`config.mk`:
```
export PLATFORM = sky130hd
export DESIGN_NAME = vga_timing_gen
export DESIGN_NICKNAME = d
export VERILOG_FILES = /design/src/rtl/vga_timing_gen.sv
export SDC_FILE = /design/constraint.sdc
export NUM_CORES = 1
export LEC_CHECK = 0
export CORE_MARGIN = 5
export CORE_UTILIZATION = 47
export DETAILED_ROUTE_END_ITERATION = 6
export HOLD_SLACK_MARGIN = 0.05
export PLACE_DENSITY = 0.8
export SETUP_SLACK_MARGIN = 0.2
export SLEW_MARGIN = 20
export SYNTH_ARGS = -nofsm -noshare
export SYNTH_HDL_FRONTEND = slang
export SYNTH_SLANG_ARGS = --single-unit
```
`constraint.sdc`:
```
create_clock -name clk -period 2.47 [get_ports clk]
set_clock_uncertainty 0.1 [all_clocks]
set_input_delay 0.3705 -clock clk [delete_from_list [all_inputs] [get_ports clk]]
set_output_delay 0.3705 -clock clk [all_outputs]
set_load 0.05 [all_outputs]
```
`src/rtl/vga_timing_gen.sv`:
```
// vga_timing_gen: 640x480@60 VGA timing from a divided system clock; sync/blank lag the counters by one pixel tick.
// Optional build macro VGA_FRAME_COUNT_EN adds a 16-bit frame_count output.
`default_nettype none

module vga_timing_gen #(
  parameter int CLK_DIV  = 2,
  parameter int H_ACTIVE = 640,
  parameter int H_FP     = 16,
  parameter int H_SYNC   = 96,
  parameter int H_BP     = 48,
  parameter int V_ACTIVE = 480,
  parameter int V_FP     = 10,
  parameter int V_SYNC   = 2,
  parameter int V_BP     = 33
) (
  input  logic        clk,
  input  logic        rst,
  output logic [31:0] next_x,
  output logic [31:0] next_y,
  output logic        vga_clk,
  output logic        hsync,
  output logic        vsync,
  output logic        blank_n,
  output logic        sync_n,
  output logic        frame_start
`ifdef VGA_FRAME_COUNT_EN
  ,
  output logic [15:0] frame_count
`endif
);

  localparam int H_TOTAL = H_ACTIVE + H_FP + H_SYNC + H_BP;
  localparam int V_TOTAL = V_ACTIVE + V_FP + V_SYNC + V_BP;
  localparam int DIV_W   = (CLK_DIV > 1) ? $clog2(CLK_DIV) : 1;

  localparam logic [DIV_W-1:0] DIV_LAST = DIV_W'(CLK_DIV - 1);
  localparam logic [DIV_W-1:0] DIV_HALF = DIV_W'(CLK_DIV / 2);

  localparam logic [31:0] H_ACT_END   = 32'(H_ACTIVE - 1);
  localparam logic [31:0] H_FRONT_END = 32'(H_ACTIVE + H_FP - 1);
  localparam logic [31:0] H_SYNC_END  = 32'(H_ACTIVE + H_FP + H_SYNC - 1);
  localparam logic [31:0] H_LAST      = 32'(H_TOTAL - 1);
  localparam logic [31:0] V_ACT_END   = 32'(V_ACTIVE - 1);
  localparam logic [31:0] V_FRONT_END = 32'(V_ACTIVE + V_FP - 1);
  localparam logic [31:0] V_SYNC_END  = 32'(V_ACTIVE + V_FP + V_SYNC - 1);
  localparam logic [31:0] V_LAST      = 32'(V_TOTAL - 1);

  typedef enum logic [1:0] {
    H_ST_ACT   = 2'd0,
    H_ST_FRONT = 2'd1,
    H_ST_SYNC  = 2'd2,
    H_ST_BACK  = 2'd3
  } h_state_t;

  typedef enum logic [1:0] {
    V_ST_ACT   = 2'd0,
    V_ST_FRONT = 2'd1,
    V_ST_SYNC  = 2'd2,
    V_ST_BACK  = 2'd3
  } v_state_t;

  logic [DIV_W-1:0] div;
  logic [31:0]      h_cnt;
  logic [31:0]      v_cnt;
  h_state_t         h_state;
  v_state_t         v_state;

  logic             pix_tick;
  logic             h_wrap;
  logic             v_wrap;
  logic [31:0]      h_cnt_nxt;
  logic [31:0]      v_cnt_nxt;
  h_state_t         h_state_nxt;
  v_state_t         v_state_nxt;

  always_comb begin
    pix_tick    = (div == DIV_LAST);
    h_wrap      = (h_cnt == H_LAST);
    v_wrap      = (v_cnt == V_LAST);
    h_cnt_nxt   = h_wrap ? 32'd0 : h_cnt + 32'd1;
    v_cnt_nxt   = v_cnt;
    h_state_nxt = h_state;
    v_state_nxt = v_state;

    if (h_wrap) begin
      v_cnt_nxt = v_wrap ? 32'd0 : v_cnt + 32'd1;
    end

    // Region changes happen on the tick that leaves the last count of the region.
    case (h_state)
      H_ST_ACT:   if (h_cnt == H_ACT_END)   h_state_nxt = H_ST_FRONT;
      H_ST_FRONT: if (h_cnt == H_FRONT_END) h_state_nxt = H_ST_SYNC;
      H_ST_SYNC:  if (h_cnt == H_SYNC_END)  h_state_nxt = H_ST_BACK;
      H_ST_BACK:  if (h_cnt == H_LAST)      h_state_nxt = H_ST_ACT;
      default:                              h_state_nxt = H_ST_ACT;
    endcase

    if (h_wrap) begin
      case (v_state)
        V_ST_ACT:   if (v_cnt == V_ACT_END)   v_state_nxt = V_ST_FRONT;
        V_ST_FRONT: if (v_cnt == V_FRONT_END) v_state_nxt = V_ST_SYNC;
        V_ST_SYNC:  if (v_cnt == V_SYNC_END)  v_state_nxt = V_ST_BACK;
        V_ST_BACK:  if (v_cnt == V_LAST)      v_state_nxt = V_ST_ACT;
        default:                              v_state_nxt = V_ST_ACT;
      endcase
    end
  end

  always_ff @(posedge clk) begin
    if (rst) begin
      div         <= '0;
      h_cnt       <= 32'd0;
      v_cnt       <= 32'd0;
      h_state     <= H_ST_ACT;
      v_state     <= V_ST_ACT;
      vga_clk     <= 1'b0;
      hsync       <= 1'b1;
      vsync       <= 1'b1;
      blank_n     <= 1'b0;
      frame_start <= 1'b0;
    end else begin
      div         <= pix_tick ? '0 : div + 1'b1;
      vga_clk     <= (div >= DIV_HALF);
      frame_start <= pix_tick && h_wrap && v_wrap;
      if (pix_tick) begin
        h_cnt   <= h_cnt_nxt;
        v_cnt   <= v_cnt_nxt;
        h_state <= h_state_nxt;
        v_state <= v_state_nxt;
        // Capture the pre-advance states so sync/blank describe the pixel being returned now.
        hsync   <= (h_state != H_ST_SYNC);
        vsync   <= (v_state != V_ST_SYNC);
        blank_n <= (h_state == H_ST_ACT) && (v_state == V_ST_ACT);
      end
    end
  end

`ifdef VGA_FRAME_COUNT_EN
  always_ff @(posedge clk) begin
    if (rst) begin
      frame_count <= 16'd0;
    end else if (pix_tick && h_wrap && v_wrap) begin
      frame_count <= frame_count + 16'd1;
    end
  end
`endif

  assign next_x = h_cnt;
  assign next_y = v_cnt;
  assign sync_n = 1'b0;

endmodule

`default_nettype wire

```
==> results_dict.tcl, run 1 <==
set metrics [dict create \
    postPlaceCellArea_um2 5230 \
    wire_per_inst_um 17.8 \
    std_cell_rows 33 \
    status "finished with violations" \
    pwr-share-comb_pct 4.4 \
    ys_ff_latch 74 \
    holdBufCountCts 0 \
    startpoint_type "flop" \
    grt_pass1_vias 4122 \
    io_buffers 70 \
    synthToLayoutAreaGrowth_pct 54.1 \
    finalHoldViolations 0 \
    synthArstFlopShare_pct 0 \
    h-tree-depth 3 \
    cp.required_ns 2.66 \
    synth-edff-count 0 \
    hold_class "reg -> reg" \
    syn-cell-area_um2 3840 \
    io_pins 72 \
    final_nets 634 \
    synthAdderAreaFrac_pct 3.91 \
    max_cap_viol_count 0 \
    p_leak_nw 2.03 \
    muxShareOfSynthArea_pct 1.30 \
    timing.fmax_mhz 373 \
    drtPass1Iterations 5 \
    end_kind "flop" \
    antenna_found_initial 0 \
    slew_headroom_pct 64.8 \
    vias_per_cell 5.94 \
    setup_ws_ns -0.211 \
    syn_nets 486 \
    drc 0 \
    vdd_drop_max_mv 0.304 \
    cts_tree "built" \
    worstSetupPathType "reg -> reg" \
    layout_common_cells "77 x buf_4, 70 x clkdlybuf4s50_1, 45 x dfxtp_1, 38 x nor2_1, 34 x nand2_1" \
    drive_above_1_share_pct 27.7 \
    finalWirelength_um 13000 \
    synth_simple_gate_area_share_pct 32.7 \
    initial_core_util_pct 47.5 \
    grt.total_usage_pct 24.5 \
    grt_setup_unrepaired "yes" \
    antenna_cells 0 \
    die_area_um2 10100 \
    synth_top_family_by_area "simple AND/OR/NAND/NOR gates" \
    ys_seq_area_share_pct 38.6 \
    path_clk_slew_ns 0.08 \
    setup_tns_ns -2.51 \
    utilization_pct 73.2 \
    cts-root-buf "clkbuf_8" \
    drt-initial-drc-count 315 \
    path_cells "or4_4 -> or4_4 -> or4_4 -> or4_1 -> a21oi_1" \
    die_x_um 100 \
    antenna_left 0 \
    grt_max_degree 31 \
    r2r_slack_ns -0.21 \
    synth_xor_area_share_pct 5.93 \
    cts_buffer_depth 2 \
    p_int_w 0.00201 \
    core_area_um2 8090 \
    place_ws_ns -0.224 \
    worstSkewPairLatency_ns 0.36 \
    path_buf_inv 0 \
    stdcell_area_um2 5920 \
    swShare_pct 21.1 \
    seqPwrFrac_pct 46.8 \
    cp_max_fo 6 \
    overflow 0 \
    cpMostUsedCell "or4_4" \
    clkPwrFrac_pct 48.8 \
    cts_sinks 74 \
    net-switching-power_w 0.000539 \
    arrival_ns 2.87 \
    min_period_over_period_pct 109 \
    yosys.cell_types.count 42 \
    yosysWarnings 0 \
    violations "negative setup slack" \
    grt_first_pass_wirelength_um 19900 \
    die_h_um 100 \
    ys.flop_type "dfxtp_1" \
    crit_path_top_delay_cell "or4_4" \
    critPathMaxStageDelay_ns 0.54 \
    cts_buffers 9 \
    synthCells 472 \
    period_minus_slack_ns 2.68 \
    worstMarginPinSlew_ns 0.526 \
    final_common_cell "buf_4" \
    synth_compound_area_share_pct 13.3 \
    setup_viol 21 \
    globalplace.congestion 0.896 \
    critical_path.top_delay_family "simple AND/OR/NAND/NOR gates" \
    pwr_density_cell_nw_per_um2 431 \
    synth_area_per_cell_um2 8.14 \
    slew_violations 0 \
    vias 4337 \
    place.detailed.hpwl_um 8150 \
]
==> kinds of logic after synthesis <==
family                     Yosys count
DFF                                 74
adders and majority gates           12
AOI/OAI and AO/OA                   88
muxes                                5
other                                1
buffers and inverters               40
xor gates and xnor gates            26
and+or+nand+nor                    226
==> power by group through the flow <==
stage	clock [W]	combinational [W]	sequential, W
after floorplan	0	0.0000359	0.00124
after global placement	0	0.0000857	0.00122
after detailed placement	0	0.0000869	0.00122
after CTS	0.00124	0.0000967	0.00119
after global routing	0.00130	0.000120	0.00119
final	0.00124	0.000113	0.00119
==> per-layer routing <==
| layer | GRT usage, % | up-vias | wire length (um) |
|---|---|---|---|
| met5 | 0 | - | 0 |
| met4 | 7.15 | 0 | 303 |
| met3 | 5.42 | 29 | 797 |
| met2 | 41.9 | 186 | 6570 |
| met1 | 30.8 | 2087 | 5330 |
| li1 | - | 2035 | - |
==> flip-flops by register name (all words and copies together) (netlist names), 2 cells and up <==
| register | count |
|---|---|
| h_state | 2 |
| v_state | 2 |
| next_x | 32 |
| next_y | 32 |
==> Yosys cell counts (15+ instances only) <==
cell / count / area share (%)
dfxtp_1: 74 / 39
or4_1: 15 / 2.9
o21ai_0: 28 / 3.6
nor2_1: 38 / 3.7
nand4_1: 25 / 4.1
or3_1: 23 / 3.7
clkbuf_1: 19 / 1.9
a21oi_1: 36 / 4.7
nor3_1: 15 / 2.0
nand3_1: 28 / 3.6
inv_1: 18 / 1.8
nand2_1: 34 / 3.3
==> final timing paths <==
check,startpoint,endpoint,cells after the start
worst max register to register,next_x[17],next_y[31],5
worst min-delay path,hsync,hsync,2
worst min register to register,hsync,hsync,2
worst max-delay path,next_x[17],next_y[31],5
==> what timing repair did <==
action | in CTS | in global routing
buffers inserted | 10 | 3
cloned | 2 | 2
resized for setup | 26 | 24
setup endpoints to repair | 66 | 68
pin swaps | 7 | 5
endpoints found under the hold margin | 0 | 0
==> worst register-to-register path, stage by stage (launching register included) <==
cell and delay [ns]:
dfxtp_4 0.34, or4_4 0.53, or4_4 0.54, or4_4 0.49
or4_1 0.45, a21oi_1 0.16
==> layout make-up <==
class,count,area [um2]
Fill cell,584,2170
Sequential cell,74,1540
Clock buffer,14,215
Tap cell,105,131
Timing Repair Buffer,158,1460
Clock inverter,2,60.1
Inverter,18,67.6
Multi-Input combinational cell,359,2440
==> through the flow <==
stage               cells  hold WS, ns  total power, W
floorplan             472        0.346         0.00128
global route          730        0.409         0.00261
finish                730        0.387         0.00255
CTS                   725        0.394         0.00253
global placement      697        0.364         0.00131
detailed placement    697        0.378         0.00131
No activity file was read; power rests on OpenSTA's default activity.
==> run 2: changes to the inputs <==
Settings changed: ABC_CLOCK_PERIOD_IN_PS set to 2470.
==> results of run 2 <==
No change in the layout: final DEF, timing and power equal those of run 1.
==> run 3: changes to the inputs <==
Settings changed: SKIP_CTS_REPAIR_TIMING set to 1.
==> results_dict.tcl, run 3 (synthesis results as in run 1) <==
set metrics [dict create \
    status "finished with violations" \
    violations "negative setup slack" \
    arrival_ns 2.94 \
    drtPass1Iterations 6 \
    grt_first_pass_wirelength_um 18600 \
    synthToLayoutAreaGrowth_pct 49.9 \
    net-switching-power_w 0.000527 \
    timing.fmax_mhz 363 \
    vias_per_cell 5.87 \
    cp_max_fo 6 \
    swShare_pct 20.8 \
    antenna_found_initial 0 \
    die_x_um 100 \
    multi_input_area_um2 2380 \
    place_ws_ns -0.224 \
    cts_sinks 74 \
    cp.required_ns 2.65 \
    final_common_cell "buf_4" \
    grt_max_degree 33 \
    initial_core_util_pct 47.5 \
    finalHoldViolations 0 \
    slew_headroom_pct 64.9 \
    period_minus_slack_ns 2.76 \
    worstSetupPathType "reg -> reg" \
    drt-initial-drc-count 351 \
    end_kind "flop" \
    antenna_cells 0 \
    n_fill_cell 603 \
    place.detailed.hpwl_um 8150 \
    cts-root-buf "clkbuf_8" \
    clkPwrFrac_pct 48.8 \
    startpoint_type "flop" \
    pwr-share-comb_pct 4.0 \
    cts_tree "built" \
    wire_per_inst_um 17.2 \
    vias 4230 \
    worstSkewPairLatency_ns 0.35 \
    overflow 0 \
    final_nets 625 \
    setup_viol 23 \
    cts_buffers 9 \
    io_buffers 70 \
    grt_pass1_vias 3912 \
    worstMarginPinSlew_ns 0.525 \
    seq_area_um2 1540 \
    core_area_um2 8090 \
    drive_above_1_share_pct 24.7 \
    die_h_um 100 \
    max_cap_viol_count 0 \
    die_area_um2 10100 \
    drc 0 \
    slew_violations 0 \
    seqPwrFrac_pct 47.2 \
    antenna_left 0 \
    p_leak_nw 1.97 \
    vdd_drop_max_mv 0.308 \
    cts_buffer_depth 2 \
    std_cell_rows 33 \
    setup_ws_ns -0.288 \
    grt_setup_unrepaired "yes" \
    p_int_w 0.00200 \
    hold_class "reg -> reg" \
    globalplace.congestion 0.896 \
    layout_common_cells "72 x buf_4, 70 x clkdlybuf4s50_1, 46 x dfxtp_1, 38 x nor2_1, 35 x a21oi_1" \
    power_w 0.00253 \
    grt.total_usage_pct 22.6 \
    finalWirelength_um 12400 \
    h-tree-depth 3 \
    pwr_density_cell_nw_per_um2 439 \
    io_pins 72 \
    min_period_over_period_pct 112 \
    path_clk_slew_ns 0.08 \
]
## run 3: cell count changes in the layout (fill, tap and decap cells not counted), sizes merged
cell / before / now
buf: 86 / 77
## run 3: layout make-up
class,instances,area share (%)
tap,105,2.28
sequential,74,26.7
timing repair buffer,149,23.7
inverter,18,1.17
clock buffer,14,3.74
clock inverter,2,1.04
multi-input combinational,359,41.4
## run 3: stage by stage
stage / TNS (ns) / utilization, % / hold slack, ns / std cells / area (um2)
floorplan: -2.50 / - / 0.346 / 472 / 3970
global placement: -1.85 / 64.6 / 0.364 / 697 / 5230
detailed placement: -2.75 / 64.6 / 0.378 / 697 / 5230
CTS: -3.17 / 68.0 / 0.394 / 713 / 5510
global route: -9.84 / 71.2 / 0.409 / 721 / 5760
finish: -3.99 / 71.2 / 0.387 / 721 / 5760
## run 3: worst paths after layout
| path | slack [ns] | from | cells past startpoint | to |
|---|---|---|---|---|
| max | -0.29 | next_x[17] | 5 | next_y[13] |
| min | 0.39 | hsync | 2 | hsync |
| max reg2reg | -0.29 | next_x[17] | 5 | next_y[13] |
| min reg2reg | 0.39 | hsync | 2 | hsync |
## run 3: per-layer routing
layer	track usage [%]	routed length [um]	up-vias
met5	0	0	-
met1	29.0	5210	2021
met3	4.52	713	23
met4	6.94	224	0
li1	-	-	2012
met2	38.4	6230	174
## run 3: power groups by stage
stage          Clock (W)  Combinational, W  Sequential (W)
3_5_place_dp           0         0.0000869         0.00122
3_3_place_gp           0         0.0000857         0.00122
4_1_cts          0.00124         0.0000870         0.00119
5_1_grt          0.00130          0.000107         0.00119
6_report         0.00123          0.000101         0.00119
2_1_floorplan          0         0.0000359         0.00124
## run 3: worst max-delay path, stage by stage, from the launching register on
cell	delay [ns]
dfxtp_4	0.34
or4_4	0.53
or4_4	0.50
or4_4	0.57
or4_1	0.51
a21oi_1	0.15
